File: src/rtl/ps2_key_receiver.sv
// ps2_key_receiver: PS/2 keyboard line to 11-bit {toggle, pressed, extended, code} event word
module ps2_key_receiver #(
   parameter int FILTER_LEN     = 8,
   parameter int TIMEOUT_CYCLES = 12000
) (
   input  logic        clk_sys,
   input  logic        reset_n,
   input  logic        ps2_clk,
   input  logic        ps2_data,
   output logic [10:0] ps2_key,
   output logic        key_valid,
   output logic        parity_err,
   output logic        frame_err
);
   localparam logic [1:0] IDLE   = 2'd0;
   localparam logic [1:0] DATA   = 2'd1;
   localparam logic [1:0] PARITY = 2'd2;
   localparam logic [1:0] STOP   = 2'd3;
   localparam int FW = $clog2(FILTER_LEN + 1);
   localparam int TW = $clog2(TIMEOUT_CYCLES + 1);

   logic [1:0]    r_clk_s, r_dat_s;
   logic          r_filt;
   logic [FW-1:0] r_fcnt;
   logic [1:0]    r_state;
   logic [2:0]    r_bits;
   logic [7:0]    r_shift;
   logic          r_par;
   logic [TW-1:0] r_to;
   logic          r_emit;
   logic [7:0]    r_byte;
   logic          r_perr, r_ferr;
   logic          r_ext, r_rel;
   logic [2:0]    r_skip;
   logic [10:0]   r_key;
   logic          r_valid;
   logic          w_fall, w_dat, w_tout, w_stat;

   assign w_dat  = r_dat_s[1];
   assign w_fall = r_filt & ~r_clk_s[1] & (r_fcnt == FW'(FILTER_LEN - 1));
   assign w_tout = (r_state != IDLE) & ~w_fall & (r_to == TW'(TIMEOUT_CYCLES - 1));
   assign w_stat = ~r_ext & ~r_rel & (r_byte inside {8'hAA, 8'hFA, 8'hEE, 8'hFE, 8'hFC, 8'h00, 8'hFF});

   assign ps2_key    = r_key;
   assign key_valid  = r_valid;
   assign parity_err = r_perr;
   assign frame_err  = r_ferr;

   // two-FF synchronisers and glitch filter on the PS/2 clock
   always_ff @(posedge clk_sys) begin
      if (!reset_n) begin
         r_clk_s <= 2'b11;
         r_dat_s <= 2'b11;
         r_filt  <= 1'b1;
         r_fcnt  <= '0;
      end else begin
         r_clk_s <= {r_clk_s[0], ps2_clk};
         r_dat_s <= {r_dat_s[0], ps2_data};
         if (r_clk_s[1] == r_filt)
            r_fcnt <= '0;
         else if (r_fcnt == FW'(FILTER_LEN - 1)) begin
            r_filt <= ~r_filt;
            r_fcnt <= '0;
         end else
            r_fcnt <= r_fcnt + 1'b1;
      end
   end

   // mid-frame watchdog, cleared by every falling edge
   always_ff @(posedge clk_sys) begin
      if (!reset_n || r_state == IDLE || w_fall)
         r_to <= '0;
      else
         r_to <= r_to + 1'b1;
   end

   // frame FSM: one step per filtered falling edge
   always_ff @(posedge clk_sys) begin
      if (!reset_n) begin
         r_state <= IDLE;
         r_bits  <= '0;
         r_shift <= '0;
         r_par   <= 1'b0;
         r_emit  <= 1'b0;
         r_byte  <= '0;
         r_perr  <= 1'b0;
         r_ferr  <= 1'b0;
      end else begin
         r_emit <= 1'b0;
         r_perr <= 1'b0;
         r_ferr <= 1'b0;
         if (w_fall) begin
            case (r_state)
               IDLE: begin
                  r_state <= w_dat ? IDLE : DATA;
                  r_ferr  <= w_dat;
                  r_bits  <= '0;
               end
               DATA: begin
                  r_shift <= {w_dat, r_shift[7:1]};
                  r_bits  <= r_bits + 1'b1;
                  r_state <= (r_bits == 3'd7) ? PARITY : DATA;
               end
               PARITY: begin
                  r_par   <= w_dat;
                  r_state <= STOP;
               end
               default: begin
                  r_state <= IDLE;
                  r_emit  <= w_dat & (^{r_shift, r_par});
                  r_perr  <= w_dat & ~(^{r_shift, r_par});
                  r_ferr  <= ~w_dat;
                  r_byte  <= r_shift;
               end
            endcase
         end else if (w_tout) begin
            r_state <= IDLE;
            r_ferr  <= 1'b1;
         end
      end
   end

   // byte decoder: prefixes, Pause suppression, status-byte filtering, event word
   always_ff @(posedge clk_sys) begin
      if (!reset_n) begin
         r_ext   <= 1'b0;
         r_rel   <= 1'b0;
         r_skip  <= '0;
         r_key   <= '0;
         r_valid <= 1'b0;
      end else begin
         r_valid <= 1'b0;
         if (r_emit) begin
            if (r_skip != 3'd0)
               r_skip <= r_skip - 1'b1;
            else if (r_byte == 8'hE1) begin
               r_skip <= 3'd7;
               r_ext  <= 1'b0;
               r_rel  <= 1'b0;
            end else if (r_byte == 8'hE0)
               r_ext <= 1'b1;
            else if (r_byte == 8'hF0)
               r_rel <= 1'b1;
            else if (!w_stat) begin
               r_key   <= {~r_key[10], ~r_rel, r_ext, r_byte};
               r_valid <= 1'b1;
               r_ext   <= 1'b0;
               r_rel   <= 1'b0;
            end
         end
      end
   end
endmodule

File: config.mk
export PLATFORM = sky130hd
export DESIGN_NAME = ps2_key_receiver
export DESIGN_NICKNAME = d
export VERILOG_FILES = /design/src/rtl/ps2_key_receiver.sv
export SDC_FILE = /design/constraint.sdc
export NUM_CORES = 1
export LEC_CHECK = 0
export BUFFER_PORTS_ARGS = -buffer_cell sky130_fd_sc_hd__buf_4
export CORE_ASPECT_RATIO = 0.7
export CORE_MARGIN = 10
export CORE_UTILIZATION = 40
export DETAILED_ROUTE_END_ITERATION = 6
export PLACE_DENSITY = 0.61
export SYNTH_ARGS = -nofsm -noshare
export SYNTH_HDL_FRONTEND = slang
export SYNTH_SLANG_ARGS = --single-unit
File: constraint.sdc
create_clock -name clk_sys -period 1.55 [get_ports clk_sys]
set_input_delay 0.0775 -clock clk_sys [delete_from_list [all_inputs] [get_ports clk_sys]]
set_output_delay 0.0775 -clock clk_sys [all_outputs]
set_load 0.01 [all_outputs]
; Word level (Yosys, flattened, before mapping)
; Index checks and enable logic that the tools add are counted.
[totals]
register_bits = 65
[classes]
addsub = 4
eq_ne = 19
muxes = 19
bitwise = 25
n_reduce_logical = 26
[ops]
columns = operator, count
row1 = 8-bit equality test (second input constant), 9
row2 = 1-bit inverter, 17
row3 = 14-bit by 1-bit adder with 14-bit output (second input constant), 1
row4 = 14-bit equality test (second input constant), 1
row5 = 2-bit AND reduction, 6
row6 = 1-bit 2-to-1 mux, 11
row7 = 9-bit XOR reduction, 1
row8 = 1-bit bitwise AND, 8
row9 = 8-bit logical NOT, 1
row10 = 4-bit AND reduction, 2
row11 = 2-bit nonzero test, 4
row12 = 7-bit nonzero test, 1
row13 = 2-bit 2-to-1 mux, 3
row14 = 3-bit 2-to-1 mux, 2
row15 = 3-bit by 1-bit inequality test with 1-bit output (second input constant), 2
row16 = 2-bit one-hot mux with 3 select lines, 1
row17 = 3-bit one-hot mux with 2 select lines, 1
row18 = 6-bit AND reduction, 1
row19 = 3-bit OR reduction, 2
row20 = 6-bit OR reduction, 1
row21 = 5-bit OR reduction, 1
row22 = 4-bit by 1-bit adder with 4-bit output (second input constant), 1
row23 = 4-bit by 3-bit equality test with 1-bit output (second input constant), 1
row24 = 3-bit by 1-bit adder with 3-bit output (second input constant), 1
row25 = other kinds (13), 14

; Logic depth before layout (Yosys ltp)
[depth]
word_depth = 8
depth_mapped = 8
ltp_nobuf = 7

; Least setup slack after synthesis
; No wires, ideal clock.
[synth_timing]
kind = register to register
from = register r_skip[0]
to = register r_ext
setup_time_ps = 70
arrival_time_ps = 1558
path_slack_ps = -78
path_stages_with_launch = 8
synth_period_minus_slack_ps = 1628
cell_sequence = dfxtp_1 -> inv_1 -> ha_1 -> nor2b_1 -> nand2_1 -> or2_2 -> a2111oi_0 -> o21bai_1
[synth_between]
elab_chain_len = 3
[synth_rtl]
columns = element, line
row1 = from (decl), 34  ; logic [2:0] r_skip;
row2 = from (signal assigned), 135  ; r_skip <= r_skip - 1'b1;
row3 = 3-bit nonzero test, 134  ; if (r_skip != 3'd0)
row4 = 1-bit inverter (no source line), -
row5 = 4-bit AND reduction (no source line), -
row6 = to (signal assigned), 138  ; r_ext <= 1'b0;
row7 = to (signal assigned), 141  ; r_ext <= 1'b1;
row8 = to (signal assigned), 147  ; r_ext <= 1'b0;
row9 = to (decl), 33  ; logic r_ext, r_rel;
; Every way passes these cells.
; A chain may end at the register's enable or synchronous reset.

; Worst setup path after layout
[layout_timing]
from = register r_byte[4]
to = register r_key[9] (netlist: ps2_key[9])
[layout_between]
elab_chain_len = 5
word_cells_on_any_way = 17
cone_classes = eq/ne (9) / bitwise (5) / reduce/logical (3)
[layout_rtl]
columns = element, line
row1 = from (decl), 31  ; logic [7:0] r_byte;
row2 = from (signal assigned), 113  ; r_byte <= r_shift;
row3 = 8-bit equality test or 8-bit logical NOT (tied branches), 42  ; assign w_stat = ~r_ext & ~r_rel & (r_byte inside {8'hAA, 8'hFA, 8'hEE, 8'hFE, 8'hFC, 8'h00, 8'hFF});
row4 = 7-bit nonzero test, 42
row5 = 1-bit bitwise AND, 42
row6 = 1-bit inverter (no source line), -
row7 = 6-bit AND reduction (no source line) *, -
row8 = to (signal assigned), 145  ; r_key <= {~r_key[10], ~r_rel, r_ext, r_byte};
row9 = to (decl), 35  ; logic [10:0] r_key;
; Every way passes the cells marked *; elsewhere a longest branch is shown, timed or not.

==> run summary <==
Nets = 405
Netlist cell types = 45
Clock sink total = 65
Pleak = 1.51 nW
# IOs = 18
WS Path Type = flip-flop to flip-flop
Iter 0 DRT Violations = 121
Vias per cell = 4.84
Die width = 120 um
Post-Syn Nets = 328
Synth top cells by count = dfxtp_1, nand2_1, nor2_1
Min Tclk post-route = 1710 ps
Total die area = 10800 um^2
Worst VDD drop = 0.637 mV
Fmax = 0.586 GHz
Unrepaired setup endpoints after global routing = yes
Hold crit path type = flip-flop to flip-flop
Slew HR = 0.649
I/O Buffers = 17
Number of global-route vias before repair = 2296
Setup crit end kind = flip-flop
Final Hold Vio Count = 0
Setup Viol. Count Final = 16
CTS H-tree depth = 3
Clk slew on worst S/H paths = 70 ps
FP Rows = 25
FF-to-FF Start = r_byte[4]$_SDFFE_PN0P_
GRT Total Usage = 0.117
Number of synthesized flops with an enable pin = 0
Largest area contributor in the netlist = dfxtp_1
CORE AREA = 6790 um^2
Drt first pass iters = 4
Initial antenna violation count = 0
Sequential element share of the synthesized area = 0.465
FF+latch count, synth = 65
Clk_skew = 9.71 ps
Wire length per cell = 12.6 um
Cts bufs inserted = 9
N_diodes = 0
Area growth syn-to-layout = 37.8%
Max_cap viols = 0
Die Ht = 90.0 um
Clock Tree Buf Depth = 2
Fill cells = 610
DP HPWL = 4080 um
Status = finished, violations left
Synthesized area = 2800 um^2
Design Power = 3.15 mW
Yosys top cell area share = 0.465
Worst r2r dst = ps2_key[9]$_SDFFE_PN0P_
Synth top area cells = dfxtp_1, mux2i_1, nand2_1
Post-route DRC = 0
Skew-Pair Late Insertion Delay = 340 ps
Synth Flop Type = dfxtp_1
Core Util, Final = 0.568
Vias = 2383
R2R depth = 6
Initial Util = 0.412
Crit Path Max Fanout = 2
Largest net degree at the start of global routing = 28
Routability cong. = 0.788
Tightest Pin Transition = 524 ps
FF-to-FF setup slack = -160 ps
Worst path arrival time = 1940 ps
Layout cells sized above 1 = 0.307
Worst endpoint required time = 1780 ps
Yosys warning count = 0
Crit. Startpoint = r_byte[4]$_SDFFE_PN0P_
PwrDens = 818 nW/um^2
CTS root buf = clkbuf_8
Post-Synthesis Cells = 317
Failing checks = setup timing
Tcrit/Tclk final = 1.10
Fin worst setup slack = -156 ps
Met2 Use GR = 0.173
TritonCTS clock tree = done
GR Layer Usage met1 = 0.152
Critical Path End = ps2_key[9]$_SDFFE_PN0P_
Final WL = 6200 um
DP Area = 3370 um^2
Ys async rst share = 0
Avg Cell Area, Syn = 8.83 um^2
Hold Slack = 407 ps
DRT antenna net count = 0
Slew Limit Fails = 0
Final TNS setup = -1400 ps
GRT busiest layer = met2
M3 GR Usage = 0.0475
Count leader, synth = dfxtp_1
Total gr overflow = 0
First-pass GRT wire length = 10600 um
Final Cell Area = 3860 um^2
Critical path startpoint category = flip-flop
## worst min-delay path by stage
stage,cells past startpoint,slack (ps),endpoint,startpoint
final,1,410,r_dat_s[1]$_SDFF_PN1_,r_dat_s[0]$_SDFF_PN1_
after detailed placement,2,270,r_clk_s[0]$_SDFF_PN1_,ps2_clk
after floorplan,1,180,r_clk_s[0]$_SDFF_PN1_,ps2_clk
after global placement,2,260,r_dat_s[0]$_SDFF_PN1_,ps2_data
after CTS,1,410,r_dat_s[1]$_SDFF_PN1_,r_dat_s[0]$_SDFF_PN1_
after global routing,1,420,r_clk_s[1]$_SDFF_PN1_,r_clk_s[0]$_SDFF_PN1_
## placed cells by master (no fill, tap or decap), drive strengths merged, types with 2 or more instances in the layout
cell type,synthesis,final
or3,3,3
nand2b,8,8
ha,7,7
nand2,42,42
clkbuf,9,12
buf,5,75
nor2b,3,3
nor4,2,2
o21ai,12,12
a21oi,15,15
nand3b,3,3
a2111oi,2,2
o22ai,2,2
o21bai,3,3
xor2,11,11
dlygate4sd3,0,5
nor2,39,39
nand4,3,3
and2,3,3
nor3,7,7
mux2i,19,19
a211oi,2,2
a31oi,2,2
nor3b,2,2
or2,3,3
dfxtp,65,65
inv,9,9
clkinv,0,2
nand3,14,14
xnor2,11,11
## kinds of logic (layout without fill, tap and decap cells)
family,after synthesis,in the layout,share of synthesized area
AO/OA/AOI/OAI,43,43,0.0943
buffers and inverters,23,104,0.0344
multiplexers,19,19,0.0679
AND/OR/NAND/NOR,138,138,0.238
flip-flops,65,65,0.465
adder cells (fa/ha/maj),7,7,0.0313
XOR/XNOR,22,22,0.0688
## cell type report
class	instances	area, um^2	share of cell area
Timing Repair Buffer	80	658	0.171
Sequential cell	65	1310	0.339
Multi-Input combinational cell	229	1540	0.400
Clock inverter	3	40.0	0.0104
Clock buffer	12	155	0.0402
Tap cell	94	118	0.0305
Inverter	9	33.8	0.00876
## flip-flops by register name, indices dropped and copies added, names as in the netlist, 2 cells and up
| register | cells |
|---|---|
| r_to | 14 |
| r_fcnt | 4 |
| r_dat_s | 2 |
| r_bits | 3 |
| r_clk_s | 2 |
| r_state | 2 |
| r_shift | 8 |
| r_byte | 8 |
| r_skip | 3 |
| ps2_key | 11 |
## through the flow
stage          cells  setup slack (ps)
6_report         492              -156
5_1_grt          492              -191
4_1_cts          489              -167
3_5_place_dp     461              -565
3_3_place_gp     461              -526
2_1_floorplan    317             -31.4
## worst max-delay path, cell delays in order, from the launching register on
cell and delay (ps):
dfxtp_2 320, or4_4 520, o22ai_2 150, and3_4 220, nor3_4 60, buf_6 150, o221a_1 190
## power breakdown
group	switching (mW)	total [mW]	internal [mW]	leakage, nW
Clock	0.603	1.42	0.817	0.102
Combinational	0.0334	0.0560	0.0227	0.876
Sequential	0.00272	1.68	1.68	0.527
## metal layers
metal / vias to the layer above / part of all wire
met5: - / 0
met4: 0 / 0.015
met3: 11 / 0.049
li1: 1237 / -
met2: 44 / 0.43
met1: 1091 / 0.51
## repair_timing
item / 4_1_cts / 5_1_grt
endpoints found under the setup margin: 14 / 35
buffers inserted: 8 / 4
gates resized for setup: 20 / 21
pin swaps: 7 / 13
hold endpoints to repair: 5 / 0
hold buffers: 5 / 0
Power figures use the tool's default switching activity.
